===== config.mk =====
export PLATFORM = sky130hd
export DESIGN_NAME = pulse_sched
export DESIGN_NICKNAME = d
export VERILOG_FILES = /design/src/rtl/pulse_pkg.sv /design/src/rtl/pulse_sched_lfsr.sv /design/src/rtl/pulse_sched.sv
export SDC_FILE = /design/constraint.sdc
export NUM_CORES = 1
export LEC_CHECK = 0
export ABC_AREA = 0
export CORE_MARGIN = 4
export CORE_UTILIZATION = 55
export DETAILED_ROUTE_END_ITERATION = 10
export DONT_BUFFER_PORTS = 1
export PLACE_DENSITY = 0.72
export SLEW_MARGIN = 20
export SYNTH_ARGS = -nofsm -noshare
export SYNTH_HDL_FRONTEND = slang
export SYNTH_HIERARCHICAL = 1
export SYNTH_SLANG_ARGS = --single-unit

===== constraint.sdc =====
create_clock -name clk -period 8.61 [get_ports clk]
set_clock_uncertainty 0.15 [all_clocks]
set_input_delay 0 -clock clk [delete_from_list [all_inputs] [get_ports clk]]
set_output_delay 0 -clock clk [all_outputs]
set_load 0.005 [all_outputs]

===== src/rtl/pulse_pkg.sv =====
// Shared definitions for the pulse_sched sequencer: FSM state
// encodings, default amplitude width and jitter LFSR constants.
package pulse_pkg;

  typedef enum logic [1:0] {
    ST_IDLE = 2'd0,
    ST_LOAD = 2'd1,
    ST_GAP  = 2'd2,
    ST_DONE = 2'd3
  } state_t;

  localparam int PULSE_DW = 14;

  localparam logic [7:0] LFSR_SEED = 8'hA5;
  // Fibonacci taps 8,6,5,4 -> bits 7,5,4,3
  localparam logic [7:0] LFSR_TAPS = 8'hB8;

endpackage


===== src/rtl/pulse_sched_lfsr.sv =====
// 8-bit Fibonacci LFSR used to jitter the inter-pulse gap.
// Ports: clk, rst (async, active-high), en (advance), q (state).
module pulse_sched_lfsr
  import pulse_pkg::*;
(
  input  logic       clk,
  input  logic       rst,
  input  logic       en,
  output logic [7:0] q
);

  logic [7:0] r_q;
  logic       w_fb;

  assign w_fb = ^(r_q & LFSR_TAPS);
  assign q    = r_q;

  always_ff @(posedge clk or posedge rst) begin
    if (rst) begin
      r_q <= LFSR_SEED;
    end else if (en) begin
      r_q <= {r_q[6:0], w_fb};
    end
  end

endmodule


===== src/rtl/pulse_sched.sv =====
// Sequencer driving genPulse load/val/sel from a small amplitude/shape
// table, with a programmable gap between loads; single-shot or looping.
// Ports: clk, rst (async, active-high); cfg_we/addr/amp/sel table write;
//   cfg_last/gap/loop run setup (latched at start); start, stop;
//   gen_load/val/sel to genPulse; busy, done, pulse_idx, pulse_cnt status.
// Optional: PULSE_SCHED_JITTER_EN adds cfg_jmask and an LFSR gap jitter.
module pulse_sched
  import pulse_pkg::*;
#(
  parameter int DW    = PULSE_DW,
  parameter int DEPTH = 16,
  parameter int AW    = 4,
  parameter int CW    = 16
) (
  input  logic          clk,
  input  logic          rst,
  input  logic          cfg_we,
  input  logic [AW-1:0] cfg_addr,
  input  logic [DW-1:0] cfg_amp,
  input  logic [3:0]    cfg_sel,
  input  logic [AW-1:0] cfg_last,
  input  logic [CW-1:0] cfg_gap,
  input  logic          cfg_loop,
`ifdef PULSE_SCHED_JITTER_EN
  input  logic [7:0]    cfg_jmask,
`endif
  input  logic          start,
  input  logic          stop,
  output logic          gen_load,
  output logic [DW-1:0] gen_val,
  output logic [3:0]    gen_sel,
  output logic          busy,
  output logic          done,
  output logic [AW-1:0] pulse_idx,
  output logic [15:0]   pulse_cnt
);

  logic [DW-1:0] r_amp [DEPTH];
  logic [3:0]    r_tsel [DEPTH];

  state_t        r_state;
  logic          r_gen_load;
  logic [DW-1:0] r_gen_val;
  logic [3:0]    r_gen_sel;
  logic          r_busy;
  logic          r_done;
  logic [AW-1:0] r_idx;
  logic [15:0]   r_pulse_cnt;
  logic [CW-1:0] r_cnt;
  logic [CW-1:0] r_gap;
  logic [AW-1:0] r_last;
  logic          r_loop;

  logic          w_not_last;
  logic          w_more;
  logic [AW-1:0] w_next_idx;
  logic [CW-1:0] w_gap_ld;

  assign gen_load  = r_gen_load;
  assign gen_val   = r_gen_val;
  assign gen_sel   = r_gen_sel;
  assign busy      = r_busy;
  assign done      = r_done;
  assign pulse_idx = r_idx;
  assign pulse_cnt = r_pulse_cnt;

  assign w_not_last = (r_idx < r_last);
  assign w_more     = w_not_last || r_loop;
  assign w_next_idx = w_not_last ? r_idx + 1'b1 : '0;

`ifdef PULSE_SCHED_JITTER_EN
  logic [7:0]  w_lfsr;
  logic        w_lfsr_en;
  logic [CW:0] w_gap_sum;

  assign w_lfsr_en = (r_state == ST_LOAD);

  pulse_sched_lfsr u_lfsr (
    .clk (clk),
    .rst (rst),
    .en  (w_lfsr_en),
    .q   (w_lfsr)
  );

  // One extra bit catches overflow so the gap saturates instead of
  // wrapping round to a short one.
  assign w_gap_sum = {1'b0, r_gap}
                   + {{(CW-7){1'b0}}, (w_lfsr & cfg_jmask)};
  assign w_gap_ld  = w_gap_sum[CW] ? '1 : w_gap_sum[CW-1:0];
`else
  assign w_gap_ld = r_gap;
`endif

  // Table is frozen outside IDLE; not reset.
  always_ff @(posedge clk) begin
    if (r_state == ST_IDLE && cfg_we) begin
      r_amp[cfg_addr]  <= cfg_amp;
      r_tsel[cfg_addr] <= cfg_sel;
    end
  end

  always_ff @(posedge clk or posedge rst) begin
    if (rst) begin
      r_state     <= ST_IDLE;
      r_gen_load  <= 1'b0;
      r_gen_val   <= '0;
      r_gen_sel   <= '0;
      r_busy      <= 1'b0;
      r_done      <= 1'b0;
      r_idx       <= '0;
      r_pulse_cnt <= '0;
      r_cnt       <= '0;
      r_gap       <= '0;
      r_last      <= '0;
      r_loop      <= 1'b0;
    end else begin
      r_gen_load <= 1'b0;
      r_done     <= 1'b0;
      if (stop && r_state != ST_IDLE) begin
        r_state <= ST_IDLE;
        r_busy  <= 1'b0;
      end else begin
        unique case (r_state)
          ST_IDLE: begin
            if (start && !cfg_we) begin
              r_gap       <= cfg_gap;
              r_last      <= cfg_last;
              r_loop      <= cfg_loop;
              r_idx       <= '0;
              // Count includes the load issued on this transition.
              r_pulse_cnt <= 16'd1;
              r_gen_load  <= 1'b1;
              r_gen_val   <= r_amp[0];
              r_gen_sel   <= r_tsel[0];
              r_busy      <= 1'b1;
              r_state     <= ST_LOAD;
            end
          end
          ST_LOAD: begin
            r_cnt   <= w_gap_ld;
            r_state <= ST_GAP;
          end
          ST_GAP: begin
            if (r_cnt != '0) begin
              r_cnt <= r_cnt - 1'b1;
            end else if (w_more) begin
              r_idx       <= w_next_idx;
              r_pulse_cnt <= r_pulse_cnt + 16'd1;
              r_gen_load  <= 1'b1;
              r_gen_val   <= r_amp[w_next_idx];
              r_gen_sel   <= r_tsel[w_next_idx];
              r_state     <= ST_LOAD;
            end else begin
              r_busy  <= 1'b0;
              r_done  <= 1'b1;
              r_state <= ST_DONE;
            end
          end
          ST_DONE: begin
            r_state <= ST_IDLE;
          end
        endcase
      end
    end
  end

endmodule


## Word-level counts from Yosys, hierarchy flattened

Memory sizes are Yosys's and may differ from the RTL's.
Index checks and enable logic that the tools add are counted.

- Flip-flop bits (word level): 80
- Memory bits (writable): 288
- Output and inout port bits: 41
- Word-level logic and storage cells: 85
- Memories kept: 2

Memories:

| memory | depth | width | read ports | clocked after Yosys merged registers in | wr ports | line | text |
|---|---|---|---|---|---|---|---|
| r_amp | 16 | 14 | 2 | 0 | 1 | pulse_sched.sv:38 | `logic [DW-1:0] r_amp [DEPTH];` |
| r_tsel | 16 | 4 | 2 | 0 | 1 | pulse_sched.sv:39 | `logic [3:0] r_tsel [DEPTH];` |

- $add $sub $neg: 3
- Order comparisons: 1
- Eq/ne operators: 10
- Mux-type cells: 40
- Bitwise gates (word level): 1
- Reduce and logical (&&, ||, !) cells: 16

Operators by type and width:

| cell | number |
|---|---|
| 2-to-1 mux 16 bit | 4 |
| one-hot mux 16 bit (2 select lines) | 2 |
| 2-to-1 mux 14 bit | 3 |
| 2-to-1 mux 4 bit | 7 |
| one-hot mux 14 bit (2 select lines) | 1 |
| adder 16 x 1 -> 16 bit (second input constant) | 1 |
| one-hot mux 4 bit (2 select lines) | 2 |
| nonzero test 16 bit | 1 |
| subtractor 16 x 1 -> 16 bit (second input constant) | 1 |
| 2-to-1 mux 1 bit | 14 |
| 2-to-1 mux 2 bit | 4 |
| one-hot mux 2 bit (4 select lines) | 1 |
| inequality test 2 bit (second input constant) | 3 |
| inequality test 3 bit (second input constant) | 2 |
| AND reduction 3 bit | 2 |
| nonzero test 2 bit | 3 |
| AND reduction 5 bit | 1 |
| adder 4 x 1 -> 4 bit (second input constant) | 1 |
| == test 2 bit (second input constant) | 2 |
| less-than comparator 4 bit | 1 |
| one-hot mux 1 bit (2 select lines) | 2 |
| AND reduction 4 bit | 1 |
| logical AND 1 bit | 3 |
| inequality test 3 x 1 -> 1 bit (second input constant) | 1 |
| 8 further kinds | 8 |

## Logic depth before layout (Yosys ltp)

- Word-level depth: 6
- Mapped depth: 10
- Mapped depth without buffers: 9

## Least setup slack after synthesis

No wires, ideal clock.

- Path kind: reg-to-reg
- Start point: register r_state[0]
- End point: memory r_amp[0][0] in the netlist's numbering, enable pin
- Setup time: 0.416 ns
- Arrival: 2.331 ns
- Setup slack: 5.713 ns
- Stages on the path, launching flop included: 5
- Buffers on the path: 0
- Period minus slack after synthesis: 2.897 ns
- Path through: dfrtp_1 -> nor2_1 -> nand2_1 -> or3_1 -> nor3_1

- Word-level cells in the longest chain between the ends: 4

Ends and longest elaborated chain:

| element | line | text |
|---|---|---|
| from (decl) | pulse_sched.sv:41 | `state_t r_state;` |
| from (signal assigned) | pulse_sched.sv:104 | `r_state <= ST_IDLE;` |
| from (signal assigned) | pulse_sched.sv:120 | `r_state <= ST_IDLE;` |
| from (signal assigned) | pulse_sched.sv:136 | `r_state <= ST_LOAD;` |
| zero test 2 bit | pulse_sched.sv:96 | `if (r_state == ST_IDLE && cfg_we) begin` |
| logical AND 1 bit | pulse_sched.sv:96 |  |
| 2-to-1 mux 1 bit | pulse_sched.sv:96 |  |
| 2-to-1 mux 1 bit (not written as such) | pulse_sched.sv:97 | `r_amp[cfg_addr] <= cfg_amp;` |
| to (decl) | pulse_sched.sv:38 |  |

Every way passes these cells.

## Final worst setup path

- Start point: register r_idx[0] (netlist: pulse_idx[0])
- End point: register r_gen_val[2] (netlist: gen_val[2])

- Word-level cells in the longest chain between the ends: 6
- Elaborated cells between the ends (all ways): 10

Ends and longest elaborated chain:

| element | line | text |
|---|---|---|
| from (decl) | pulse_sched.sv:47 | `logic [AW-1:0] r_idx;` |
| from (signal assigned) | pulse_sched.sv:147 | `r_idx <= w_next_idx;` |
| adder 4 x 1 -> 4 bit or less-than comparator 4 bit (tied branches) | pulse_sched.sv:69, pulse_sched.sv:67 |  |
| 2-to-1 mux 4 bit | pulse_sched.sv:69 | `assign w_next_idx = w_not_last ? r_idx + 1'b1 : '0;` |
| memory read (16 x 14 bit) | n/a |  |
| 2-to-1 mux 14 bit | pulse_sched.sv:146 | `end else if (w_more) begin` |
| 2-to-1 mux 14 bit | pulse_sched.sv:144 | `if (r_cnt != '0) begin` |
| one-hot mux 14 bit (2 select lines) | pulse_sched.sv:123 | `unique case (r_state)` |
| to (signal assigned) | pulse_sched.sv:133 | `r_gen_val <= r_amp[0];` |
| to (signal assigned) | pulse_sched.sv:150 | `r_gen_val <= r_amp[w_next_idx];` |
| to (decl) | pulse_sched.sv:43 | `logic [DW-1:0] r_gen_val;` |

Parallel ways exist; a longest one is shown, timed or not. The select of a mux whose other input is x is not followed.
A chain may end at the register's enable or synchronous reset.

==> impl_metrics.yaml <==
drt:
  antenna_violating_nets_post_route: 0
  drtIter0Drc: 1068
  vias: 9723
  drt_first_pass_iters: 6
  remaining_drc_errors: 0
  routed_wirelength_um: 39100
  via_per_inst: 6.22
  wl_per_cell_um: 25.1
yosys:
  synthesis.area_per_instance_um2: 14.4
  number_of_synthesized_flops_with_an_enable_pin: 288
  top_area_cell_type_share_of_the_netlist_area_pct: 56.8
  ys_top_cells_by_area: "sky130_fd_sc_hd__edfxtp_1 (57%), sky130_fd_sc_hd__dfrtp_1 (13%), sky130_fd_sc_hd__mux4_2 (4.1%)"
  synth.net_count: 1112
  synth_cells: 1057
  synth_async_sr_flop_share_pct: 21.7
  yosys_register_bits: 368
  post_synth_num_cell_types: 65
  post-synth-top-area-cell: "sky130_fd_sc_hd__edfxtp_1"
  yosys_most_used_dff: "sky130_fd_sc_hd__edfxtp_1"
  synth-warning-count: 6
  synth.yosys.seq_area_share_pct: 70.0
  cell_area_after_synthesis_um2: 15200
timing:
  fin_tns_setup_ns: 0
  transition_time_at_the_pin_with_the_least_slew_margin_ns: 0.994
  slew_headroom_pct: 33.7
  report.final.hold_viol_count: 0
  finalCriticalPeriod_ns: 3.39
  fin_crit_sh_pct: 39.4
  grt_setup_unrepaired: "false"
  clock.fmax_mhz: 295
  report.final.slew_viol_count: 0
  setup_viol: 0
global_route:
  met2_usage_pct: 42.1
  first_global_vias: 9577
  grt_pass1_wl_um: 59400
  grt.busiest_layer: "met2"
  antenna_found_initial: 0
  global_route.usage.met3_pct: 5.11
  use_met1_pct: 34.6
  grt_max_degree: 70
  grt_remaining_overflow: 0
  global_route.usage.total_pct: 25.6
pwr:
  p_leak_uw: 0.00603
  max-vdd-ir-drop_mv: 0.213
  power.density_cell_area_nw_per_um2: 225
  power_uw: 4050
worst_setup_path:
  cpPeakStageDelay_ns: 0.95
  critical_path.top_delay_family: "buffers and inverters"
  worst-setup-path-type: "flip-flop to flip-flop"
  slowest_stage: "sky130_fd_sc_hd__dfrtp_4"
  r2r_cells: 8
  timing.critical_path.fanout_max: 57
  timing.critical_path.mode_cell: "sky130_fd_sc_hd__buf_4"
  worst-endpoint-required_ns: 8.88
  worst-path-buf-inv: 3
  timing.critical_path.arrival_ns: 3.66
  critical_path_depth: 8
  crit_path_cell_trace: "ha_2, buf_4, inv_1, a211oi_2, buf_4, o311ai_0, o2111ai_1, o21ai_1"
  critPathCaptureType: "flip-flop"
  timing.critical_path.from_type: "flip-flop"
clocking:
  ctsHtreeMaxLevel: 2
  clkSlewWorstSetupHoldPaths_ns: 0.07
  clock-root-buffer: "sky130_fd_sc_hd__clkbuf_16"
  sinks_on_clock_net: 368
  cts_inserted_buffers: 38
  cts_hold_buffers: 95
  postCtsResizedCells: 0
  clock_path_buffers: 3
  post_cts_setup_repair_bufs: 0
  clock_tree_from_tritoncts: "done"
  clk-insertion-delay-late_ns: 0.54
place:
  placed_cells_incl_taps: 1397
  dp.final_hpwl_um: 21800
  number_of_buffers_added_on_ports: 0
  place_congestion: 0.816
finish:
  area_delta_synth_final_pct: 18.1
  num_antenna_cells: 0
  finish.net_count: 1215
  final-instance-count-excl-fill: 1562
  postLayoutCoreUtil_pct: 66.3
  final_layout_size_suffix_gt1_share_pct: 14.6
floorplan:
  coreArea_um2: 27100
  placement_rows: 60
  die_y_um: 174
  ios: 89
  die-width_um: 174
  initial_utilization_pct: 56.2
  floorplan.die_area_um2: 30400
status:
  status: "completed"
worst_hold_path:
  timing.hold.worst_path_depth: 3
  hold_class: "input pin to flip-flop"
job:
  drv.max_cap_violation_count: 0
tightest hold or removal path, delay by kind of cell:
family	cells	cell delay, ns
AND/OR/NAND/NOR	2	0.27
buffers and inverters	1	0.24
metrics by stage:
step	cell area (um^2)	hold WS, ns	setup slack [ns]
detailed placement	15800	-0.120	5.26
global route	18000	0.0389	5.04
floorplan	15200	-0.0869	5.71
global placement	15800	-0.131	5.39
finish	18000	0.0227	5.22
CTS	18000	0.00407	5.23
cell type report:
class,count,area (um^2)
inverters,16,61.3
clock inverters,16,178
multi-input cells,608,4340
clock buffers,54,1070
flip-flops and latches,368,10700
repair buffers,128,1210
fillers,1795,9120
well taps,372,465
cell usage after synthesis, types with 3 or more instances:
cell type	n
sky130_fd_sc_hd__nor3_1	35
sky130_fd_sc_hd__nand3_1	17
sky130_fd_sc_hd__nor4_1	6
sky130_fd_sc_hd__o21ai_0	40
sky130_fd_sc_hd__o211ai_1	19
sky130_fd_sc_hd__mux4_2	28
sky130_fd_sc_hd__nand2_1	87
sky130_fd_sc_hd__nor2_2	3
sky130_fd_sc_hd__mux2i_1	32
sky130_fd_sc_hd__a22o_1	3
sky130_fd_sc_hd__dfrtp_1	80
sky130_fd_sc_hd__a21oi_1	48
sky130_fd_sc_hd__inv_1	14
sky130_fd_sc_hd__o31ai_1	4
sky130_fd_sc_hd__a31o_2	4
sky130_fd_sc_hd__o221ai_1	4
sky130_fd_sc_hd__clkbuf_1	43
sky130_fd_sc_hd__buf_2	11
sky130_fd_sc_hd__nand4_1	8
sky130_fd_sc_hd__and3_1	21
sky130_fd_sc_hd__a22oi_1	5
sky130_fd_sc_hd__nor2_1	42
sky130_fd_sc_hd__o311ai_0	13
sky130_fd_sc_hd__o2bb2ai_1	7
sky130_fd_sc_hd__o21ai_1	24
sky130_fd_sc_hd__xor2_1	9
sky130_fd_sc_hd__or2_2	14
sky130_fd_sc_hd__nor3b_1	3
sky130_fd_sc_hd__xnor2_1	9
sky130_fd_sc_hd__nand2b_1	7
sky130_fd_sc_hd__or3_1	5
sky130_fd_sc_hd__a311o_1	5
sky130_fd_sc_hd__a211oi_1	19
sky130_fd_sc_hd__o22ai_1	15
sky130_fd_sc_hd__buf_1	10
sky130_fd_sc_hd__edfxtp_1	288
sky130_fd_sc_hd__o2111ai_1	21
sky130_fd_sc_hd__ha_1	7
sky130_fd_sc_hd__nor2b_1	16
where the power goes:
| part | internal (uW) | switching, uW |
|---|---|---|
| Sequential | 2000 | 79.1 |
| Clock | 964 | 669 |
| Combinational | 135 | 204 |
registers in the layout, summed over array words and instances, names as in the netlist, 2 cells and up:
register   cells
r_gap         16
r_state        2
pulse_cnt     16
pulse_idx      4
gen_val       14
r_last         4
r_amp        224
gen_sel        4
r_cnt         16
r_tsel        64
layout by cell type (no fill, tap or decap), types with 31 or more instances in the layout:
cell type	Yosys	final
sky130_fd_sc_hd__a21oi_1	48	48
sky130_fd_sc_hd__buf_4	0	33
sky130_fd_sc_hd__clkbuf_16	0	39
sky130_fd_sc_hd__dfrtp_1	80	79
sky130_fd_sc_hd__dlygate4sd3_1	0	94
sky130_fd_sc_hd__edfxtp_1	288	288
sky130_fd_sc_hd__mux2i_1	32	32
sky130_fd_sc_hd__nand2_1	87	87
sky130_fd_sc_hd__nor3_1	35	31
sky130_fd_sc_hd__o21ai_0	40	40
logic make-up after synthesis:
kind of cell	share of synthesized area (%)
AO/OA/AOI/OAI	11.2
XOR/XNOR	1.04
adder cells (fa/ha/maj)	0.575
buffers and inverters	2.14
flip-flops	70.0
multiplexers	6.32
AND/OR/NAND/NOR	8.80
path summary, 6_finish.rpt:
kind | start | endpoint | slack [ns]
worst max-delay path | pulse_idx[0]$_DFFE_PP0P_ | gen_val[2]$_DFFE_PP0P_ | 5.22
worst min-delay path | cfg_addr[3] | r_amp[7][8]$_DFFE_PP_ | 0.02
worst max register to register | pulse_idx[0]$_DFFE_PP0P_ | gen_val[2]$_DFFE_PP0P_ | 5.22
worst min register to register | r_loop$_DFFE_PP0P_ | done$_DFF_PP0_ | 0.32
max in group asynchronous | rst | r_state[1]$_DFFE_PP0P_ | 7.29
min in group asynchronous | rst | gen_val[9]$_DFFE_PP0P_ | 0.45
routing by layer:
| metal | vias to the layer above | routed length (um) |
|---|---|---|
| li1 | 4322 | - |
| met1 | 4844 | 15100 |
| met2 | 471 | 19200 |
| met3 | 86 | 3470 |
| met4 | 0 | 1360 |
| met5 | - | 0 |
No activity file was read; power rests on OpenSTA's default activity.
